$ cat src/rtl/iaaa_pkg.sv
// Shared IAAA definitions: opcodes, memory-port commands, fetch FSM states
// and a helper that classifies opcodes that carry an operand word.
package iaaa_pkg;

  localparam logic [3:0] OP_NOP   = 4'd0;
  localparam logic [3:0] OP_END   = 4'd1;
  localparam logic [3:0] OP_ADD   = 4'd2;
  localparam logic [3:0] OP_SUB   = 4'd3;
  localparam logic [3:0] OP_LOAD  = 4'd4;
  localparam logic [3:0] OP_STORE = 4'd5;
  localparam logic [3:0] OP_AND   = 4'd6;
  localparam logic [3:0] OP_OR    = 4'd7;
  localparam logic [3:0] OP_XOR   = 4'd8;
  localparam logic [3:0] OP_NOT   = 4'd9;
  localparam logic [3:0] OP_SHL   = 4'd10;
  localparam logic [3:0] OP_SHR   = 4'd11;
  localparam logic [3:0] OP_MOV   = 4'd12;
  localparam logic [3:0] OP_CMP   = 4'd13;
  localparam logic [3:0] OP_JMP   = 4'd14;
  localparam logic [3:0] OP_JMPZ  = 4'd15;

  localparam logic [1:0] CTRL_IDLE = 2'd0;
  localparam logic [1:0] CTRL_READ = 2'd1;

  typedef enum logic [2:0] {
    S_IDLE,
    S_REQ,
    S_WAIT,
    S_OP_REQ,
    S_OP_WAIT,
    S_ISSUE,
    S_HALTED
  } fetch_state_e;

  function automatic logic is_two_word(input logic [3:0] opcode);
    return (opcode == OP_LOAD) || (opcode == OP_JMPZ);
  endfunction

endpackage

$ cat src/rtl/instr_fetch_unit.sv
// Per-core instruction fetch: walks the PC over one shared-memory read port,
// assembles one/two-word instructions and hands them to the core via valid/ready.
module instr_fetch_unit
  import iaaa_pkg::*;
#(
  parameter logic [15:0] RESET_PC  = 16'd0,
  parameter int unsigned MEM_DEPTH = 64
) (
  input  logic        clock,
  input  logic        reset,
  input  logic        start,
  output logic [1:0]  Control,
  output logic [15:0] InstrAddr,
  input  logic [15:0] InstrIn,
  output logic        instr_valid,
  input  logic        instr_ready,
  input  logic        branch_taken,
  output logic [15:0] instr,
  output logic [15:0] operand,
  output logic [15:0] instr_pc,
  output logic        halted,
  output logic        fetch_error
);

  localparam logic [16:0] DEPTH = 17'(MEM_DEPTH);

  fetch_state_e state_q, state_d;
  logic [15:0]  pc_q, pc_d;
  logic [15:0]  addr_q, addr_d;
  logic [15:0]  instr_q, instr_d;
  logic [15:0]  operand_q, operand_d;
  logic [15:0]  ipc_q, ipc_d;
  logic         halted_q, halted_d;
  logic         ferr_q, ferr_d;
  logic         pc_ok;
  logic         req_phase;
  logic         accept;

  assign pc_ok     = {1'b0, pc_q} < DEPTH;
  assign req_phase = (state_q == S_REQ) || (state_q == S_OP_REQ);
  assign accept    = (state_q == S_ISSUE) && instr_ready;

  always_comb begin
    state_d   = state_q;
    pc_d      = pc_q;
    addr_d    = addr_q;
    instr_d   = instr_q;
    operand_d = operand_q;
    ipc_d     = ipc_q;
    halted_d  = halted_q;
    ferr_d    = ferr_q;
    unique case (state_q)
      S_IDLE: begin
        if (start) begin
          pc_d    = RESET_PC;
          state_d = S_REQ;
        end
      end
      S_REQ, S_OP_REQ: begin
        addr_d = pc_q;
        // Out-of-range PC halts without ever issuing the read.
        if (!pc_ok) begin
          state_d  = S_HALTED;
          halted_d = 1'b1;
          ferr_d   = 1'b1;
        end else begin
          state_d = (state_q == S_REQ) ? S_WAIT : S_OP_WAIT;
        end
      end
      S_WAIT: begin
        instr_d   = InstrIn;
        ipc_d     = pc_q;
        operand_d = '0;
        pc_d      = pc_q + 16'd1;
        state_d   = is_two_word(InstrIn[15:12]) ? S_OP_REQ : S_ISSUE;
      end
      S_OP_WAIT: begin
        operand_d = InstrIn;
        pc_d      = pc_q + 16'd1;
        state_d   = S_ISSUE;
      end
      S_ISSUE: begin
        if (accept) begin
          if (instr_q[15:12] == OP_END) begin
            state_d  = S_HALTED;
            halted_d = 1'b1;
          end else begin
            if ((instr_q[15:12] == OP_JMPZ) && branch_taken) pc_d = operand_q;
            state_d = S_REQ;
          end
        end
      end
      S_HALTED: begin
        if (start) begin
          halted_d = 1'b0;
          ferr_d   = 1'b0;
          pc_d     = RESET_PC;
          state_d  = S_REQ;
        end
      end
      default: state_d = S_IDLE;
    endcase
  end

  always_ff @(posedge clock or posedge reset) begin
    if (reset) begin
      state_q   <= S_IDLE;
      pc_q      <= RESET_PC;
      addr_q    <= '0;
      instr_q   <= '0;
      operand_q <= '0;
      ipc_q     <= '0;
      halted_q  <= 1'b0;
      ferr_q    <= 1'b0;
    end else begin
      state_q   <= state_d;
      pc_q      <= pc_d;
      addr_q    <= addr_d;
      instr_q   <= instr_d;
      operand_q <= operand_d;
      ipc_q     <= ipc_d;
      halted_q  <= halted_d;
      ferr_q    <= ferr_d;
    end
  end

  assign Control     = (req_phase && pc_ok) ? CTRL_READ : CTRL_IDLE;
  assign InstrAddr   = req_phase ? pc_q : addr_q;
  assign instr_valid = (state_q == S_ISSUE);
  assign instr       = instr_q;
  assign operand     = operand_q;
  assign instr_pc    = ipc_q;
  assign halted      = halted_q;
  assign fetch_error = ferr_q;

endmodule

$ cat config.mk
export PLATFORM = sky130hd
export DESIGN_NAME = instr_fetch_unit
export DESIGN_NICKNAME = d
export VERILOG_FILES = /design/src/rtl/iaaa_pkg.sv /design/src/rtl/instr_fetch_unit.sv
export SDC_FILE = /design/constraint.sdc
export NUM_CORES = 1
export LEC_CHECK = 0
export CORE_AREA = 2 2 94 87
export CTS_BUF_LIST = sky130_fd_sc_hd__clkbuf_4
export DETAILED_ROUTE_END_ITERATION = 12
export DIE_AREA = 0 0 96 89
export PLACE_DENSITY = 0.82
export SYNTH_ARGS = -nofsm -noshare
export SYNTH_HDL_FRONTEND = slang
export SYNTH_SLANG_ARGS = --single-unit
$ cat constraint.sdc
create_clock -name clock -period 3.3 [get_ports clock]
set_input_delay 0.66 -clock clock [delete_from_list [all_inputs] [get_ports clock]]
set_output_delay 0.66 -clock clock [all_outputs]
set_load 0.1 [all_outputs]
# --- Yosys cells after proc, flatten, opt, wreduce, memory -nomap -nowiden ---
# Cells that the tools add are included.
word_totals:
  ff_bits: 85
  latchBits: 0
  out_inout_bits: 69
  word_cells: 65
  memories: 0
  ram_bits: 0
  romBits: 0
classes:
  mux: 21
  n_mul: 0
  eq_ne: 17
  bitwise_logic: 0
  div: 0
  addsub: 1
  shifts: 0
  order_cmp: 1
  reduce_logical: 17
ops:
  columns: ["op", "n"]
  rows:
  - ["$mux W16", 5]
  - ["$pmux W16 S3", 1]
  - ["$pmux W16 S2", 1]
  - ["$mux W3", 6]
  - ["$add A16 B1 Y16 const B", 1]
  - ["$lt A16 B7 Y1 const B", 1]
  - ["$pmux W3 S5", 1]
  - ["$reduce_and A5 Y1", 2]
  - ["$eq A3 B3 Y1 const B", 3]
  - ["$eq A4 B4 Y1 const B", 2]
  - ["$ne A2 B1 Y1 const B", 4]
  - ["$eq A3 B2 Y1 const B", 2]
  - ["$ne A2 B2 Y1 const B", 3]
  - ["$reduce_bool A3 Y1", 2]
  - ["$reduce_or A2 Y1", 3]
  - ["$mux W1", 5]
  - ["$eq A4 B1 Y1 const B", 1]
  - ["$eq A4 B3 Y1 const B", 1]
  - ["$reduce_bool A2 Y1", 2]
  - ["$eq A3 B1 Y1 const B", 1]
  - ["$logic_and A1 B1 Y1", 3]
  - ["$logic_not A3 Y1", 1]
  - ["$pmux W1 S3", 1]
  - ["$reduce_and A3 Y1", 1]
  - ["3 further kinds", 4]

# --- Depth between registers and ports, before layout ---
depth:
  depth_word: 6
  depth_mapped: 7

# --- Worst setup path before layout ---
# OpenSTA, ideal clock, no wires.
synth_path:
  path_type: "reg-to-output"
  startpoint: "register pc_q[12]"
  endpoint: "output port Control[0]"
  stages_incl_launch_ff: 5
  required_time_ns: 2.640
  n_path_buf: 1
  path_slack_ns: -0.383
  arrival_time_ns: 3.023
  path_cell_list: "dfrtp_1 -> clkbuf_1 -> nor4_1 -> nand3_1 -> nor3_1"
synth_via:
  elab_chain_len: 3
synth_rtl:
  columns: ["item", "line_no", "text"]
  rows:
  - ["from (decl)", "instr_fetch_unit.sv:28", "logic [15:0] pc_q, pc_d;"]
  - ["from (signal assigned)", "instr_fetch_unit.sv:117", "pc_q <= pc_d;"]
  - ["$lt A16 B7 Y1", "instr_fetch_unit.sv:39", "assign pc_ok = {1'b0, pc_q} < DEPTH;"]
  - ["$logic_and A1 B1 Y1", "instr_fetch_unit.sv:127", "assign Control = (req_phase && pc_ok) ? CTRL_READ : CTRL_IDLE;"]
  - ["$mux W1", "instr_fetch_unit.sv:127", null]
  - ["to (decl)", "instr_fetch_unit.sv:12", "output logic [1:0] Control,"]
# Every way passes these cells.

# --- Worst setup path in the final report ---
layout_path:
  startpoint: "register state_q[0]"
  endpoint: "output port InstrAddr[7]"
layout_via:
  elab_chain_len: 3
  elab_cells_between_ends: 4
  cone_classes: "2 x eq/ne; 1 x mux; 1 x reduce/logical"
layout_rtl:
  columns: ["item", "line_no", "text"]
  rows:
  - ["from (decl)", "instr_fetch_unit.sv:27", "fetch_state_e state_q, state_d;"]
  - ["from (signal assigned)", "instr_fetch_unit.sv:116", "state_q <= state_d;"]
  - ["$eq A3 B1 Y1 or $eq A3 B2 Y1 (tied branches)", "instr_fetch_unit.sv:40", "assign req_phase = (state_q == S_REQ) || (state_q == S_OP_REQ);"]
  - ["$logic_or A1 B1 Y1 *", "instr_fetch_unit.sv:40", null]
  - ["$mux W16 *", "instr_fetch_unit.sv:128", "assign InstrAddr = req_phase ? pc_q : addr_q;"]
  - ["to (decl)", "instr_fetch_unit.sv:13", "output logic [15:0] InstrAddr,"]
# Mark *: on every way between the ends. The rest lies on a longest branch, timed or not.

==> parameters.txt <==
Parameter                              Value

Detailed routing
  Average via count per standard cell    between 6 and 7
  Detailed Route Iter0 Violations    226
  Final ANT Viol Nets    0
  DR DRC count    0
  DR WL/cell    18.7 um
  Final wirelength    roughly 9300 um
  Pre-antenna DRT Iters    5
  Via count    approximately 3000

Timing
  Total setup violations reported at the end of the flow    0
  Slew at the pin closest to its max-slew limit    ~0.82 ns
  Highest clock rate    between 300 and 400 MHz
  Setup repair after global routing missed its margin    no
  Total Negative Setup Slacks    0 ns
  Time the worst path needs with I/O delays and setup    2.85 ns
  Slew Viols, Final    0
  Final hold violation count    0
  Clock skew after layout    approximately 0.017 ns
  Slew margin rel.    0.450
  Final clock period utilization by the worst path    0.863

Worst setup path
  Critical path origin    state_q[0]
  Arrival time of the worst setup path    around 2.2 ns
  Worst R2R Path Depth    4
  R2R Setup Slk    ~1.0 ns
  CP Launch Type    flip-flop
  Reg-to-Reg End    pc_q[7]
  Worst setup path class    flip-flop to output pin
  Crit Reg-Reg Startpoint    state_q[2]
  Worst setup EP type    output pin
  Destination of the critical timing path    InstrAddr[7]
  Largest fanout on the critical path    17
  Required time of the critical path    2.64 ns

Clocking
  Post-CTS Hold Fix Bufs    0
  Number of buffers created by CTS    9
  Worst-case clock buffer depth    2
  Setup bufs post-CTS    0
  Root Driver    sky130_fd_sc_hd__clkbuf_4
  Worst-Skew Late Latency    about 0.45 ns
  H-tree levels    3
  Cts repair resizes    0
  CTS tree    yes
  Clock transition at the registers of the reported paths    roughly 0.13 ns
  Number of sinks on the clock net    between 80 and 90

Floorplan
  Area of the core    roughly 7500 sq um
  Chip Width    roughly 96 um
  Die Area    8540 sq um
  Number of rows created at floorplan    30
  Vertical extent of the die    between 80 and 90 um
  Top-level I/O count    90
  Starting Density    0.518

GRT
  Via count of the first global-routing pass    just over 3000
  Leftover overflow at the end of global routing    0
  First-pass GRT wire length    about 15000 um
  Maximum number of pins on one net before global-route repair    46
  Antenna violations before repair    0
  Global-route total usage across every layer    0.234

Place
  Area post-placement    between 4000 and 5000 sq um
  RD Place Congestion    between 0.9 and 1
  Count of buffers inserted at the top-level ports    slightly below 90
  Detail Placement HPWL    6800 um
  DP Cell Count    482

Synthesis
  Cell with the most instances after synthesis    sky130_fd_sc_hd__dfrtp_1
  Average size of a mapped cell    between 10 and 15 sq um
  Seq/Total Area, Yosys    0.550
  Yosys top cell area share    0.550
  Fraction of synthesized area in multiplexers    0.140
  Warnings, synthesis    0
  Xor/xnor cell area share of the yosys netlist    0.00420
  Yosys reg bits    85
  Simple-gate portion of the synthesized area    0.0886
  Post-synth EDFFs    0
  Compound-Gate Fraction of Synth Area    0.162
  Share of synthesized registers carrying an async set or reset    1.00
  Leading cell types by count after synthesis    sky130_fd_sc_hd__dfrtp_1, sky130_fd_sc_hd__mux2_2, sky130_fd_sc_hd__a22o_1
  Top cells by area, synth    sky130_fd_sc_hd__dfrtp_1, sky130_fd_sc_hd__mux2_2, sky130_fd_sc_hd__a22o_1
  Dominant combinational cell family by area after synthesis    compound AO/OA/AOI/OAI gates
  Net Count, Synth    between 300 and 400
  Leading area contributor after synthesis    sky130_fd_sc_hd__dfrtp_1
  Mapped cell area    between 3000 and 4000 sq um
  Top FF cell, synth    sky130_fd_sc_hd__dfrtp_1
  Post-synthesis instance total    ~310
  Unique cell type count in the Yosys netlist    46
  Share of synthesized cell area in full adder, half adder and majority cells    0.00323

Job
  # Max-Cap Violations    0

Cells and area
  Number of diodes added for antenna fixing    0
  Share of cells above drive strength 1    0.376
  Sequential cell area    between 2000 and 2500 sq um
  Growth of design area from synthesis to finish    29.8%
  Multi-input gate area    between 1500 and 2000 sq um
  Net count, final    419
  Filler cell count in the final layout    about 540
  Final cell count without fillers    between 400 and 500
  Final non-filler cell area    5020 sq um

Hold path
  Worst hold path cell count    1
  Worst min-delay path category    flip-flop to flip-flop

Status
  Outcome    finished clean
-- worst min-delay path by stage --
stage	startpoint	to	slack [ns]
2_1_floorplan	pc_q[15]	pc_q[15]	0.51
3_3_place_gp	instr[10]	instr[10]	0.49
3_5_place_dp	instr_pc[3]	instr_pc[3]	0.50
4_1_cts	instr_pc[3]	instr_pc[3]	0.53
5_1_grt	instr_pc[0]	instr_pc[0]	0.54
6_report	instr_pc[3]	instr_pc[3]	0.52
-- cell families after synthesis --
| kind of cell | after synthesis |
|---|---|
| AND/OR/NAND/NOR | 60 |
| adder cells (fa/ha/maj) | 1 |
| AO/OA/AOI/OAI | 81 |
| other | 1 |
| flip-flops | 85 |
| buffers and inverters | 37 |
| XOR/XNOR | 1 |
| multiplexers | 48 |
-- stage by stage --
step                      setup slack (ns)  hold WS [ns]  utilization
after floorplan                      0.447         0.510            -
after global placement               0.797         0.492        0.649
after detailed placement             0.686         0.497        0.649
after CTS                            0.435         0.528        0.673
after global routing                 0.362         0.543        0.673
final                                0.453         0.524        0.673
-- registers in the layout, summed over array words and instances, names as in the netlist --
| signal | flops |
|---|---|
| state_q | 3 |
| addr_q | 16 |
| operand | 16 |
| instr | 16 |
| instr_pc | 16 |
| halted | 1 |
| fetch_error | 1 |
| pc_q | 16 |
-- layout by cell type (no fill, tap or decap), types with 4 or more instances in the layout --
cell	count
sky130_fd_sc_hd__o22ai_1	14
sky130_fd_sc_hd__o21ai_0	8
sky130_fd_sc_hd__nand4_1	4
sky130_fd_sc_hd__clkdlybuf4s50_1	20
sky130_fd_sc_hd__buf_4	55
sky130_fd_sc_hd__nand2_1	9
sky130_fd_sc_hd__nor2_1	7
sky130_fd_sc_hd__and3_1	4
sky130_fd_sc_hd__inv_1	13
sky130_fd_sc_hd__a32oi_1	12
sky130_fd_sc_hd__clkbuf_4	9
sky130_fd_sc_hd__mux2_2	48
sky130_fd_sc_hd__a22o_1	17
sky130_fd_sc_hd__dfrtp_1	85
sky130_fd_sc_hd__nor3_1	8
sky130_fd_sc_hd__nor4_1	7
sky130_fd_sc_hd__o2bb2ai_1	10
sky130_fd_sc_hd__a21oi_1	4
sky130_fd_sc_hd__buf_12	19
sky130_fd_sc_hd__nand3_1	6
-- final cells by class --
cell class,count,area share
clock inverters,7,0.0209
flip-flops and latches,85,0.423
repair buffers,94,0.198
well taps,96,0.0239
clock buffers,9,0.0134
inverters,15,0.0115
multi-input cells,192,0.309
-- worst max-delay path, stage by stage (launching register included) --
cell                      delay [ns]
sky130_fd_sc_hd__dfrtp_1        0.61
sky130_fd_sc_hd__inv_2          0.15
sky130_fd_sc_hd__nor2_2         0.12
sky130_fd_sc_hd__buf_4          0.26
sky130_fd_sc_hd__mux2_2         0.41
sky130_fd_sc_hd__buf_12         0.18
-- metal layers --
layer / GRT usage / share of wire / up-vias
li1: - / - / 1369
met4: 0.104 / 0.022 / 0
met1: 0.305 / 0.41 / 1492
met3: 0.0497 / 0.064 / 22
met2: 0.379 / 0.50 / 138
met5: 0 / 0 / -
Power is not shown: default switching activity piles up to over one toggle a cycle in this logic, so the estimate is an artifact.
